<file path="config.mk">
export PLATFORM = sky130hd
export DESIGN_NAME = load_store_unit
export DESIGN_NICKNAME = d
export VERILOG_FILES = /design/src/rtl/load_store_unit_pkg.sv /design/src/rtl/load_store_unit_align.sv /design/src/rtl/load_store_unit.sv
export SDC_FILE = /design/constraint.sdc
export NUM_CORES = 1
export LEC_CHECK = 0
export ABC_AREA = 1
export CELL_PAD_IN_SITES_DETAIL_PLACEMENT = 1
export CELL_PAD_IN_SITES_GLOBAL_PLACEMENT = 2
export CORE_UTILIZATION = 24
export DETAILED_ROUTE_END_ITERATION = 10
export PLACE_DENSITY_LB_ADDON = 0.1
export RECOVER_POWER = 50
export SYNTH_ARGS = -nofsm -noshare
export SYNTH_HDL_FRONTEND = slang
export SYNTH_SLANG_ARGS = --single-unit
</file>
<file path="constraint.sdc">
create_clock -name clk_i -period 2.7 [get_ports clk_i]
set_input_delay 0.54 -clock clk_i [delete_from_list [all_inputs] [get_ports clk_i]]
set_output_delay 0.54 -clock clk_i [all_outputs]
set_load 0.02 [all_outputs]
</file>
<file path="src/rtl/load_store_unit_pkg.sv">
// Shared encodings for the AtomRV data-side load/store unit: access sizes,
// FSM states and the default bus timeout.
package load_store_unit_pkg;

  localparam logic [1:0] LSU_SIZE_B = 2'b00;
  localparam logic [1:0] LSU_SIZE_H = 2'b01;
  localparam logic [1:0] LSU_SIZE_W = 2'b10;

  typedef enum logic [1:0] {
    ST_IDLE = 2'd0,
    ST_BUSY = 2'd1,
    ST_RESP = 2'd2
  } lsu_state_e;

  localparam int unsigned LSU_TIMEOUT_DEFAULT = 255;

endpackage

</file>
<file path="src/rtl/load_store_unit_align.sv">
// lsu_align: combinational lane steering for byte/half/word accesses --
// byte selects, replicated store data, extended load data, misalign flag.
module lsu_align
  import load_store_unit_pkg::*;
(
  input  logic [1:0]  size_i,
  input  logic [1:0]  off_i,
  input  logic        unsigned_i,
  input  logic [31:0] wdata_i,
  input  logic [31:0] rdata_i,
  output logic [3:0]  sel_o,
  output logic [31:0] wdata_o,
  output logic [31:0] rdata_o,
  output logic        misalign_o
);

  logic [31:0] shifted;

  always_comb begin
    shifted    = rdata_i >> {off_i, 3'b000};
    sel_o      = 4'b0000;
    wdata_o    = wdata_i;
    rdata_o    = 32'h0;
    misalign_o = 1'b0;
    case (size_i)
      LSU_SIZE_B: begin
        sel_o   = 4'b0001 << off_i;
        wdata_o = {4{wdata_i[7:0]}};
        rdata_o = {{24{~unsigned_i & shifted[7]}}, shifted[7:0]};
      end
      LSU_SIZE_H: begin
        sel_o      = 4'b0011 << off_i;
        wdata_o    = {2{wdata_i[15:0]}};
        rdata_o    = {{16{~unsigned_i & shifted[15]}}, shifted[15:0]};
        misalign_o = off_i[0];
      end
      LSU_SIZE_W: begin
        sel_o      = 4'b1111;
        rdata_o    = shifted;
        misalign_o = (off_i != 2'b00);
      end
      default: begin
        sel_o = 4'b0000;
      end
    endcase
  end

endmodule

</file>
<file path="src/rtl/load_store_unit.sv">
// load_store_unit: one-at-a-time load/store engine turning core requests into
// word-aligned bus cycles. Optional bus timeout enabled by LSU_TIMEOUT_EN.
module load_store_unit
  import load_store_unit_pkg::*;
#(
  parameter int unsigned TIMEOUT_CYCLES = LSU_TIMEOUT_DEFAULT
) (
  input  logic        clk_i,
  input  logic        rst_i,
  input  logic        req_valid_i,
  output logic        req_ready_o,
  input  logic        req_we_i,
  input  logic [1:0]  req_size_i,
  input  logic        req_unsigned_i,
  input  logic [31:0] req_addr_i,
  input  logic [31:0] req_wdata_i,
  output logic        resp_valid_o,
  output logic [31:0] resp_rdata_o,
  output logic        resp_err_o,
  output logic        mem_stb_o,
  output logic        mem_we_o,
  output logic [31:0] mem_addr_o,
  output logic [3:0]  mem_sel_o,
  output logic [31:0] mem_data_o,
  input  logic [31:0] mem_data_i,
  input  logic        mem_ack_i,
  output logic [1:0]  dbg_state_o
);

  // Handshake: a request transfers on the clock edge where req_valid_i and
  // req_ready_o are both high; resp_valid_o is a single-cycle pulse, no ready.

  if (TIMEOUT_CYCLES < 1 || TIMEOUT_CYCLES > 65535) begin : g_bad_timeout
    $error("load_store_unit: TIMEOUT_CYCLES out of range 1..65535");
  end

  lsu_state_e  state_q, state_d;
  logic [29:0] addr_q, addr_d;
  logic [1:0]  off_q, off_d;
  logic [1:0]  size_q, size_d;
  logic        uns_q, uns_d;
  logic        we_q, we_d;
  logic [31:0] wdata_q, wdata_d;
  logic [31:0] rdata_q, rdata_d;
  logic        err_q, err_d;

  logic        idle, busy;
  logic [1:0]  al_size, al_off;
  logic        al_uns;
  logic [31:0] al_wdata_in;
  logic [3:0]  al_sel;
  logic [31:0] al_wdata, al_rdata;
  logic        al_misalign;

  assign idle = (state_q == ST_IDLE);
  assign busy = (state_q == ST_BUSY);

  // In IDLE the aligner judges the incoming request; afterwards it works
  // from the latched request so bus outputs stay stable through BUSY.
  assign al_size     = idle ? req_size_i     : size_q;
  assign al_off      = idle ? req_addr_i[1:0] : off_q;
  assign al_uns      = idle ? req_unsigned_i : uns_q;
  assign al_wdata_in = idle ? req_wdata_i    : wdata_q;

  lsu_align u_align (
    .size_i     (al_size),
    .off_i      (al_off),
    .unsigned_i (al_uns),
    .wdata_i    (al_wdata_in),
    .rdata_i    (mem_data_i),
    .sel_o      (al_sel),
    .wdata_o    (al_wdata),
    .rdata_o    (al_rdata),
    .misalign_o (al_misalign)
  );

`ifdef LSU_TIMEOUT_EN
  localparam logic [15:0] TO_LIMIT = 16'(TIMEOUT_CYCLES);
  logic [15:0] cnt_q, cnt_d;
`endif

  always_comb begin
    state_d = state_q;
    addr_d  = addr_q;
    off_d   = off_q;
    size_d  = size_q;
    uns_d   = uns_q;
    we_d    = we_q;
    wdata_d = wdata_q;
    rdata_d = rdata_q;
    err_d   = err_q;
`ifdef LSU_TIMEOUT_EN
    cnt_d   = cnt_q;
`endif
    case (state_q)
      ST_IDLE: begin
        if (req_valid_i) begin
          addr_d  = req_addr_i[31:2];
          off_d   = req_addr_i[1:0];
          size_d  = req_size_i;
          uns_d   = req_unsigned_i;
          we_d    = req_we_i;
          wdata_d = req_wdata_i;
          rdata_d = 32'h0;
          if (req_size_i == 2'b11 || al_misalign) begin
            err_d   = 1'b1;
            state_d = ST_RESP;
          end else begin
            err_d   = 1'b0;
            state_d = ST_BUSY;
`ifdef LSU_TIMEOUT_EN
            cnt_d   = 16'h0;
`endif
          end
        end
      end
      ST_BUSY: begin
        if (mem_ack_i) begin
          rdata_d = we_q ? 32'h0 : al_rdata;
          state_d = ST_RESP;
        end
`ifdef LSU_TIMEOUT_EN
        else begin
          cnt_d = cnt_q + 16'd1;
          if (cnt_d == TO_LIMIT) begin
            err_d   = 1'b1;
            rdata_d = 32'h0;
            state_d = ST_RESP;
          end
        end
`endif
      end
      ST_RESP: state_d = ST_IDLE;
      default: state_d = ST_IDLE;
    endcase
  end

  always_ff @(posedge clk_i or negedge rst_i) begin
    if (!rst_i) begin
      state_q <= ST_IDLE;
      addr_q  <= 30'h0;
      off_q   <= 2'b00;
      size_q  <= 2'b00;
      uns_q   <= 1'b0;
      we_q    <= 1'b0;
      wdata_q <= 32'h0;
      rdata_q <= 32'h0;
      err_q   <= 1'b0;
`ifdef LSU_TIMEOUT_EN
      cnt_q   <= 16'h0;
`endif
    end else begin
      state_q <= state_d;
      addr_q  <= addr_d;
      off_q   <= off_d;
      size_q  <= size_d;
      uns_q   <= uns_d;
      we_q    <= we_d;
      wdata_q <= wdata_d;
      rdata_q <= rdata_d;
      err_q   <= err_d;
`ifdef LSU_TIMEOUT_EN
      cnt_q   <= cnt_d;
`endif
    end
  end

  assign req_ready_o  = idle;
  assign resp_valid_o = (state_q == ST_RESP);
  assign resp_rdata_o = resp_valid_o ? rdata_q : 32'h0;
  assign resp_err_o   = resp_valid_o & err_q;
  assign mem_stb_o    = busy;
  assign mem_we_o     = busy & we_q;
  assign mem_addr_o   = busy ? {addr_q, 2'b00} : 32'h0;
  assign mem_sel_o    = busy ? al_sel : 4'b0000;
  assign mem_data_o   = busy ? al_wdata : 32'h0;
  assign dbg_state_o  = state_q;

endmodule

</file>
==> impl_metrics.ini <==
[sta]
fin_tns_setup_ns = -1.38
relSlewSlack_pct = 15.4
finalCritPeriodShare_pct = 104
clock_skew_ns = 0.0105
maxSlewViolCount = 0
tightest_slew_ns = 1.27
max_freq_ghz = 0.356
period_needed_ns = 2.81
fin_ws_ns = -0.109
rsz0062_at_grt = yes
final-hold-violation-count = 0
setup_viol = 17

[clock_tree]
cts_tree = yes
worst_skew_pair.late_latency_ns = 0.36
cts.sinks = 103
clk_pin_slew_ns = 0.08
hold_buffers = 0
cts_buffer_depth = 2
cts_buffers = 9
root_buffer = clkbuf_16
cts_max_level = 3

[die]
start_util_pct = 24.7
dieArea_mm2 = 0.0258
chipHeight_um = 161
coreArea_mm2 = 0.0245
die_w_um = 161
ioPinCount = 211
num_rows = 57

[finish]
drive_gt1_share_pct = 20.6
nets = 1230
syn_to_final_growth_pct = 57.7

[drt]
routedWlPerCell_um = 15.8
drt_iter0_drc = 191
routed_via_density = 4.38
drc = 0
vias = 6358
detail-route-antenna-nets = 0
wl_mm = 22.9
firstDrtPassIters = 4

[power]
clkPwrFrac_pct = 12.5
switching_power_mw = 5.20
p_seq_share_pct = 22.6
ir_drop_v = 0.000597
leakagePower_nw = 5.00
finalPower_mw = 11.0
switching_share_pct = 47.2
power_density_mw_per_mm2 = 1160
p_int_mw = 5.82
power.share.combinational_pct = 64.9

[synth]
yosys.area.top_type = dfrtp_1
synthTopCellsByArea = dfrtp_1 43%, nand2_1 18%, o21ai_0 7.9%
synthDistinctLibCells = 29
synthCells = 874
yosys_warnings = 0
syn_avg_cell_area_um2 = 6.92
synth_top_cell_area_share_pct = 42.6
yosysSeqAreaShare_pct = 42.6
ys_seq_elements = 103
netlist_area_mm2 = 0.00605

[grt]
track_usage_pct = 18.2
grt-ovfl-total = 0
grt_pass1_vias = 6687
antenna_found_initial = 1
grt_max_degree = 47
grt_pass1_wl_mm = 36.8

[placed_design]
place_congestion = 0.781
io_buffers = 208
hpwlAfterDp_mm = 16.5

[setup_path]
crit_slowest_cell = dfrtp_2
startpoint_type = register
worstSetupPathType = register to output pin
required_ns = 2.16
cp_max_fo = 6
crit_path_end_kind = output pin
critPathBufInv = 4
slowest_delay_ns = 0.43
cp_cell_sequence = nor2_4, buf_6, nand2_4, o21ai_4, ha_4, buf_8, buf_6, o21ai_2, a21oi_2, o21ai_2, nor2_1, buf_4
cp_data_arrival_time_ns = 2.27
cp_top_family = buffers and inverters

[worst_hold_path]
hold_path.class = input pin to asynchronous set/reset pin

[status]
violations = negative setup slack
status = finished with violations

[job]
maxCapViolations = 0
[state kept, by name, summed over array words and instances, names as in the netlist]
signal       flops
rdata_q         32
wdata_q         32
addr_q          30
dbg_state_o      2
off_q            2
size_q           2
err_q            1
uns_q            1
we_q             1
[power by group through the flow]
stage | Clock [mW] | Combinational [mW] | Sequential, mW
after floorplan | 0 | 3.68 | 2.42
after global placement | 0 | 6.29 | 2.47
after detailed placement | 0 | 6.31 | 2.48
after CTS | 1.44 | 7.07 | 2.49
after global routing | 1.48 | 7.90 | 2.58
final | 1.38 | 7.15 | 2.49
[metal layers]
layer | vias up | wire [um] | track usage (%)
li1 | 3189 | - | -
met1 | 3002 | 10400 | 23.7
met2 | 150 | 10800 | 30.0
met3 | 17 | 1500 | 4.29
met4 | 0 | 323 | 5.53
met5 | - | 0 | 0
[cells by family (layout without fill, tap and decap cells)]
kind of cell | Yosys count | in the layout | share of synthesized area (%)
and+or+nand+nor | 467 | 467 | 32.9
buffers and inverters | 160 | 412 | 11.3
AOI/OAI and AO/OA | 139 | 139 | 12.2
DFF | 103 | 103 | 42.6
adders and majority gates | 4 | 4 | 0.827
other | 1 | 4 | 0.0620
[synth_stat cells (all sizes together)]
cell	number
a21oi	28
nor3	1
nand3	61
buf	33
nand2	300
clkbuf	18
conb	1
o22ai	1
o211ai	7
inv	109
nor2	105
dfrtp	103
o21ai	103
ha	4
[final cells by class]
type	count	area, um^2
antenna	2	5.00
clock buffer	10	239
clock inverter	6	63.8
fill	3039	15000
inverter	109	417
multi-input combinational	612	3070
sequential	103	2580
tap	324	405
timing repair buffer	287	2760
[layout by cell type, fill, tap and decap left out, types with 27 or more instances in the layout]
master and count:
inv_1 99, o21ai_0 77, nor2_1 97, dlygate4sd2_1 32, nand3_1 41, dfrtp_1 102, nand2_1 273, clkdlybuf4s50_1 104
buf_4 62, buf_6 27
[final timing paths]
| kind | startpoint | endpoint | slack, ns | depth (start not counted) |
|---|---|---|---|---|
| setup / recovery | dbg_state_o[0]$_DFFE_PN0P_ | mem_data_o[8] | -0.11 | 12 |
| hold / removal | rst_i | rdata_q[10]$_DFFE_PN0P_ | 0.44 | 1 |
| setup reg to reg | dbg_state_o[0]$_DFFE_PN0P_ | rdata_q[4]$_DFFE_PN0P_ | 0.20 | 16 |
| hold reg to reg | rdata_q[17]$_DFFE_PN0P_ | rdata_q[17]$_DFFE_PN0P_ | 0.48 | 2 |
| max in group asynchronous | rst_i | addr_q[25]$_DFFE_PN0P_ | 0.46 | 2 |
| min in group clk_i | rdata_q[17]$_DFFE_PN0P_ | rdata_q[17]$_DFFE_PN0P_ | 0.48 | 2 |
[timing repair]
action                                  in CTS  in global routing
buffers inserted                            17                  7
pin swaps                                   27                 22
gates resized for setup                    276                 90
cloned                                       2                  0
endpoints found under the setup margin      81                103
[per-stage QoR]
stage | setup WS [ns] | cell area (um^2) | cells | utilization [%] | hold slack, ns
after detailed placement | -0.771 | 8850 | 1417 | 36.1 | 0.467
after CTS | -0.121 | 9440 | 1452 | 38.5 | 0.0792
after global routing | -0.240 | 9540 | 1452 | 38.9 | 0.510
after global placement | -0.769 | 8850 | 1417 | 36.1 | 0.467
after floorplan | 0.0329 | 6070 | 875 | - | 0.244
final | -0.109 | 9540 | 1453 | 38.9 | 0.435
(Power assumes the default switching activity.)
